===== src/rtl/alu_serial_ctrl_pkg.sv =====
// Shared definitions for the bit-serial ALU sequencer: opcodes, slice
// function selects (one-hot M) and FSM state encodings.
package alu_serial_ctrl_pkg;

    localparam logic [2:0] OP_ADD  = 3'd0;
    localparam logic [2:0] OP_ADC  = 3'd1;
    localparam logic [2:0] OP_AND  = 3'd2;
    localparam logic [2:0] OP_OR   = 3'd3;
    localparam logic [2:0] OP_XOR  = 3'd4;
    localparam logic [2:0] OP_XNOR = 3'd5;

    localparam logic [7:0] M_NONE  = 8'b0000_0000;
    localparam logic [7:0] M_ARITH = 8'b0000_0001;
    localparam logic [7:0] M_AND   = 8'b0000_0010;
    localparam logic [7:0] M_OR    = 8'b0000_0100;
    localparam logic [7:0] M_XOR   = 8'b0000_1000;
    localparam logic [7:0] M_XNOR  = 8'b0001_0000;

    localparam logic [1:0] ST_IDLE = 2'd0;
    localparam logic [1:0] ST_RUN  = 2'd1;
    localparam logic [1:0] ST_DONE = 2'd2;

    function automatic logic op_is_legal(input logic [2:0] op);
        return op <= OP_XNOR;
    endfunction

    function automatic logic op_is_arith(input logic [2:0] op);
        return (op == OP_ADD) || (op == OP_ADC);
    endfunction

    function automatic logic [7:0] op_to_m(input logic [2:0] op);
        case (op)
            OP_ADD, OP_ADC: return M_ARITH;
            OP_AND:         return M_AND;
            OP_OR:          return M_OR;
            OP_XOR:         return M_XOR;
            OP_XNOR:        return M_XNOR;
            default:        return M_NONE;
        endcase
    endfunction

endpackage


===== src/rtl/alu_serial_ctrl_slice.sv =====
// 1-bit ALU slice: one-hot function select M, operand bits a/b, carry-in c.
// Any select other than a single legal one-hot code yields out=0, next=0.
module alu_serial_ctrl_slice
    import alu_serial_ctrl_pkg::*;
(
    input  logic [7:0] M,
    input  logic       a,
    input  logic       b,
    input  logic       c,
    output logic       out,
    output logic       next
);

    always_comb begin
        out  = 1'b0;
        next = 1'b0;
        case (M)
            M_ARITH: begin
                out  = a ^ b ^ c;
                next = (a & b) | (a & c) | (b & c);
            end
            M_AND:   out = a & b;
            M_OR:    out = a | b;
            M_XOR:   out = a ^ b;
            M_XNOR:  out = ~(a ^ b);
            default: begin
                out  = 1'b0;
                next = 1'b0;
            end
        endcase
    end

endmodule


===== src/rtl/alu_serial_ctrl.sv =====
// Bit-serial sequencer: feeds the shared 1-bit ALU slice LSB-first, recirculates
// the carry and assembles a WIDTH-bit result committed in one step.
module alu_serial_ctrl
    import alu_serial_ctrl_pkg::*;
#(
    parameter int unsigned WIDTH = 8
) (
    input  logic             clk,
    input  logic             rst_n,
    input  logic             start,
    input  logic [2:0]       op,
    input  logic             cin,
    input  logic [WIDTH-1:0] opa,
    input  logic [WIDTH-1:0] opb,
    output logic             busy,
    output logic             done,
    output logic [WIDTH-1:0] result,
    output logic             cout,
    output logic             err
);

    localparam int unsigned CW = (WIDTH > 1) ? $clog2(WIDTH) : 1;

    logic [1:0]       state_q,  state_d;
    logic [WIDTH-1:0] a_sr_q,   a_sr_d;
    logic [WIDTH-1:0] b_sr_q,   b_sr_d;
    logic [WIDTH-1:0] res_sr_q, res_sr_d;
    logic [WIDTH-1:0] result_q, result_d;
    logic [CW-1:0]    count_q,  count_d;
    logic [2:0]       op_q,     op_d;
    logic             carry_q,  carry_d;
    logic             cout_q,   cout_d;
    logic             err_q,    err_d;

    logic [7:0]       slice_m;
    logic             slice_out;
    logic             slice_next;

    assign slice_m = (state_q == ST_RUN) ? op_to_m(op_q) : M_NONE;

    alu_serial_ctrl_slice u_slice (
        .M    (slice_m),
        .a    (a_sr_q[0]),
        .b    (b_sr_q[0]),
        .c    (carry_q),
        .out  (slice_out),
        .next (slice_next)
    );

    always_comb begin
        state_d  = state_q;
        a_sr_d   = a_sr_q;
        b_sr_d   = b_sr_q;
        res_sr_d = res_sr_q;
        result_d = result_q;
        count_d  = count_q;
        op_d     = op_q;
        carry_d  = carry_q;
        cout_d   = cout_q;
        err_d    = err_q;
        case (state_q)
            ST_IDLE: begin
                if (start) begin
                    if (op_is_legal(op)) begin
                        a_sr_d  = opa;
                        b_sr_d  = opb;
                        carry_d = (op == OP_ADC) ? cin : 1'b0;
                        count_d = '0;
                        op_d    = op;
                        state_d = ST_RUN;
                    end else begin
                        result_d = '0;
                        cout_d   = 1'b0;
                        err_d    = 1'b1;
                        state_d  = ST_DONE;
                    end
                end
            end
            ST_RUN: begin
                // Result bits enter at the MSB so bit 0 lands at the LSB after WIDTH shifts.
                res_sr_d = {slice_out, res_sr_q[WIDTH-1:1]};
                a_sr_d   = a_sr_q >> 1;
                b_sr_d   = b_sr_q >> 1;
                carry_d  = op_is_arith(op_q) ? slice_next : 1'b0;
                count_d  = count_q + 1'b1;
                if (count_q == CW'(WIDTH - 1)) begin
                    result_d = {slice_out, res_sr_q[WIDTH-1:1]};
                    cout_d   = op_is_arith(op_q) ? slice_next : 1'b0;
                    state_d  = ST_DONE;
                end
            end
            ST_DONE: begin
                err_d   = 1'b0;
                state_d = ST_IDLE;
            end
            default: state_d = ST_IDLE;
        endcase
    end

    always_ff @(posedge clk or negedge rst_n) begin
        if (!rst_n) begin
            state_q  <= ST_IDLE;
            a_sr_q   <= '0;
            b_sr_q   <= '0;
            res_sr_q <= '0;
            result_q <= '0;
            count_q  <= '0;
            op_q     <= '0;
            carry_q  <= 1'b0;
            cout_q   <= 1'b0;
            err_q    <= 1'b0;
        end else begin
            state_q  <= state_d;
            a_sr_q   <= a_sr_d;
            b_sr_q   <= b_sr_d;
            res_sr_q <= res_sr_d;
            result_q <= result_d;
            count_q  <= count_d;
            op_q     <= op_d;
            carry_q  <= carry_d;
            cout_q   <= cout_d;
            err_q    <= err_d;
        end
    end

    assign busy   = (state_q != ST_IDLE);
    assign done   = (state_q == ST_DONE);
    assign result = result_q;
    assign cout   = cout_q;
    assign err    = err_q;

endmodule


===== config.mk =====
export PLATFORM = sky130hd
export DESIGN_NAME = alu_serial_ctrl
export DESIGN_NICKNAME = d
export VERILOG_FILES = /design/src/rtl/alu_serial_ctrl_pkg.sv /design/src/rtl/alu_serial_ctrl_slice.sv /design/src/rtl/alu_serial_ctrl.sv
export SDC_FILE = /design/constraint.sdc
export NUM_CORES = 1
export LEC_CHECK = 0
export BUFFER_PORTS_ARGS = -buffer_cell sky130_fd_sc_hd__buf_2
export CAP_MARGIN = 10
export CORE_UTILIZATION = 40
export CTS_CLUSTER_DIAMETER = 30
export DETAILED_ROUTE_END_ITERATION = 8
export PLACE_DENSITY = 0.65
export SLEW_MARGIN = 20
export SYNTH_ARGS = -nofsm -noshare
export SYNTH_HDL_FRONTEND = slang
export SYNTH_SLANG_ARGS = --single-unit

===== constraint.sdc =====
create_clock -name clk -period 1.4 [get_ports clk]
set_input_delay 0 -clock clk [delete_from_list [all_inputs] [get_ports clk]]
set_output_delay 0 -clock clk [all_outputs]
set_load 0.03 [all_outputs]

==> out/qor_table.md <==
| Parameter | Value | Unit |
|---|---|---|
| Status | finished clean | - |
| Clock buffers created by TritonCTS | 5 | - |
| Worst VDD drop | 0.5869 | mV |
| Ranking of synthesized cells by area | dfrtp_1 56%, nand2_1 10%, mux2i_1 9.0% | - |
| Fraction of the mapped netlist area in adder cells | 0.03709 | - |
| Final Hold Viols | 0 | - |
| Clock latency at the later pin of the worst-skew pair | 0.28 | ns |
| Worst setup margin | 0.001174 | ns |
| Busiest layer in global routing | met2 | - |
| HPWL Detailed | 2.649 | mm |
| Critical path launch point | count_q[0]$_DFFE_PN0P_ | - |
| Synthesized net count | 216 | - |
| Critical path, cell by cell | ha_2 -> ha_4 -> nand2_2 -> a21o_4 -> and2_4 -> a31o_2 | - |
| RSZ-0062 raised after global routing | yes | - |
| Worst path slowest cell | dfrtp_1 | - |
| H-tree depth reported by CTS | 2 | - |
| Clock transition at the register clock pins on the worst setup and hold paths after CTS | 0.07 | ns |
| Leading cell type by number of instances after synthesis | nand2_1 | - |
| Fraction of synthesized cell area taken by the top area cell type | 0.5563 | - |
| Count of yosys warnings during synthesis | 0 | - |
| Largest net degree at the start of global routing | 21 | - |
| Initial antenna violation count | 0 | - |
| Number of synthesized flops with an enable pin | 0 | - |
| Portion of the post-synthesis area used by sequential elements | 0.5563 | - |
| Mux share of post-synthesis cell area | 0.09801 | - |
| Max-slew headroom | 0.7372 | - |
| Data required time at the worst endpoint | 1.58 | ns |
| Vias in the first global route | 1460 | - |
| Number of remaining DRC errors | 0 | - |
| Final standard cell count with taps included and fillers excluded | 299 | - |
| Height of the chip | 70.73 | um |
| Fraction of met1 tracks used by global routing | 0.2251 | - |
| Crit path time final | 1.399 | ns |
| Post-placement cell count | 283 | - |
| Share of the synthesized area in compound gates (AO/OA/AOI/OAI) | 0.09404 | - |
| Area leader, netlist | dfrtp_1 | - |
| Most used flip-flop cell after synthesis | dfrtp_1 | - |
| Area fraction in and, or, nand and nor cells after synthesis | 0.1815 | - |
| Pwr Density | 2048 | nW/um^2 |
| Post-synthesis async set-or-reset flop share | 1.000 | - |
| Average detailed-routed wire length per instance | 11.92 | um |
| Starting DRT DRC Count | 88 | - |
| Total of flip-flops plus latches after synthesis | 42 | - |
| Placeable core area | 4444 | sq um |
| Count of mapped cells out of synthesis | 188 | - |
| Last weighted congestion value of the routability-driven placer | 0.7524 | - |
| Average cell area after synthesis | 10.05 | sq um |
| Post-synthesis xor/xnor area fraction | 0 | - |
| Global routing met2 resource utilization | 0.2714 | - |
| Proportion of layout cells with a drive suffix above 1 | 0.3158 | - |
| Slew at the pin with the worst max-slew slack | 0.3942 | ns |
| Cell chosen for the clock root | clkbuf_8 | - |
| Worst clock skew on the final layout | 0.002748 | ns |
| Initial cell density of the core | 0.4251 | - |
| Post-Synthesis Cell Area | 1889 | sq um |
| Final setup vio count | 0 | - |
| Type of element capturing the critical path | register | - |
| Cell variety after synth | 29 | - |
| Element type at the critical path start | register | - |
| R2R Path Start | count_q[0]$_DFFE_PN0P_ | - |
| Worst min-delay path class | in -> reg | - |
| Hold Crit Endpoint | a_sr_q[2]$_DFFE_PN0P_ | - |
| Largest incremental delay on the critical path | 0.35 | ns |
| Number of iterations in the first detailed-routing pass | 4 | - |
| Total track usage | 0.1695 | - |
| Count of fill cells added during filler insertion | 414 | - |
| Number of diodes | 0 | - |
| Highest net fanout along the worst path | 5 | - |
| Wire length of the first global-routing pass | 6.499 | mm |
| Number of pins with negative max-slew slack in the final report | 0 | - |
| Category of the most critical setup path | reg -> reg | - |
| Number of max-cap violations | 0 | - |
| Max Buffers Root-to-Sink | 2 | - |
| CTS tree | built | - |
| HP Start | opa[2] | - |
| Total area of multi-input combinational cells | 830.8 | sq um |
| Wirelength, routed | 3.564 | mm |
| Hold-critical path depth | 3 | - |
| Timing-limited maximum frequency | 714.9 | MHz |
| Capture instance of the worst register-to-register path | cout$_DFFE_PN0P_ | - |
| Dpl ws | -0.05619 | ns |
| Clock net sink count | 42 | - |
| Number of cell instances on the worst register-to-register path | 6 | - |
| Reg2Reg Setup Slack | 0.001 | ns |
| Width of the die | 70.73 | um |
| Die area | 5002 | sq um |
| GR Layer Usage met3 | 0.03419 | - |
| Number of rows created at floorplan | 24 | - |
| Arrival time at the worst endpoint | 1.58 | ns |
| Main combinational cell family by area after synthesis | simple AND/OR/NAND/NOR gates | - |
| Top-level I/O count | 35 | - |
| DR vias | 1442 | - |
| Final antenna-violating net count | 0 | - |
| Final critical-path share of the clock period | 0.9992 | - |
| Area occupied by registers | 1051 | sq um |
| Number of I/O port buffers | 34 | - |
| List of most frequent post-synthesis cells | 51 x nand2_1, 42 x dfrtp_1, 25 x o21ai_0, 17 x mux2i_1, 9 x nor2_1 | - |
| Vias per cell | 4.823 | - |
| Overflow after GRT | 0 | - |
| Synthesis-to-finish area growth | 32.12 | % |
| Leakage power of the design | 1.294 | nW |
| Final layout net count | 276 | - |
critical path, delay by kind of cell, from the launching register on:
family          cells  cell delay [ns]
flops               1             0.35
fa+ha+maj           2             0.33
compound gates      2             0.43
simple gates        2             0.18
flip-flops by register name, indices dropped and copies added, names as in the netlist:
register  cells
a_sr_q        8
b_sr_q        8
carry_q       1
count_q       3
cout          1
err           1
op_q          3
res_sr_q      7
result        8
state_q       2
cell usage in the layout (no fill, tap or decap), drive strengths merged, types with 2 or more instances in the layout:
cell,count
o21ai,25
nand2b,3
a21oi,4
nor3,2
buf,52
mux2i,17
dfrtp,42
nand2,51
clkbuf,6
nand3,3
dlygate4sd3,9
nor2,9
inv,6
ha,4
metal layers:
| metal | wire length [um] | part of all wire | vias to the layer above |
|---|---|---|---|
| met5 | 0 | 0 | - |
| met4 | 54 | 0.015 | 0 |
| met3 | 87 | 0.024 | 4 |
| met2 | 1750 | 0.49 | 17 |
| met1 | 1672 | 0.47 | 676 |
| li1 | - | - | 745 |
through the flow:
| stage | TNS (ns) | utilization | power (mW) | hold slack, ns | instance area (sq um) |
|---|---|---|---|---|---|
| finish | 0 | 0.5617 | 5.112 | 0.0006877 | 2496 |
| global route | -0.3221 | 0.5617 | 5.592 | 0.03170 | 2496 |
| CTS | -0.02123 | 0.5512 | 5.053 | 0.001300 | 2450 |
| detailed placement | -0.07883 | 0.5068 | 4.197 | -0.05393 | 2252 |
| global placement | -0.02334 | 0.5068 | 4.139 | -0.06445 | 2252 |
| floorplan | 0 | - | 3.411 | -0.2956 | 1894 |
layout make-up:
class	count	area share
flip-flops and latches	42	0.4211
multi-input cells	132	0.3328
repair buffers	61	0.1779
clock buffers	6	0.03308
well taps	52	0.02607
inverters	6	0.009023
logic make-up (layout without fill, tap and decap cells):
kind of cell               after synthesis  after routing
muxes                                   18             18
and+or+nand+nor                         76             76
DFF                                     42             42
buffers and inverters                   14             73
AOI/OAI and AO/OA                       33             33
adders and majority gates                5              5
how the worst max path moves through the flow:
stage                            endpoint  slack, ns  cells after the start
floorplan                cout$_DFFE_PN0P_      0.008                      6
finish                   cout$_DFFE_PN0P_      0.001                      6
global placement    result[7]$_DFFE_PN0P_      -0.02                      5
CTS                 result[7]$_DFFE_PN0P_      -0.01                      5
detailed placement  result[7]$_DFFE_PN0P_      -0.06                      5
global route        result[7]$_DFFE_PN0P_      -0.13                      5
power by group:
| group | internal, mW | switching [mW] |
|---|---|---|
| clock network | 0.380 | 0.372 |
| registers | 1.73 | 0.303 |
| logic | 1.03 | 1.29 |
| total | 3.15 | 1.97 |
what timing repair did:
action | 4_1_cts | 5_1_grt
endpoints found under the setup margin | 4 | 15
gates resized for setup | 5 | 21
pin swaps | 4 | 7
endpoints found under the hold margin | 50 | 0
buffers inserted | 1 | 0
hold buffers | 9 | 0
(Power assumes the default switching activity.)
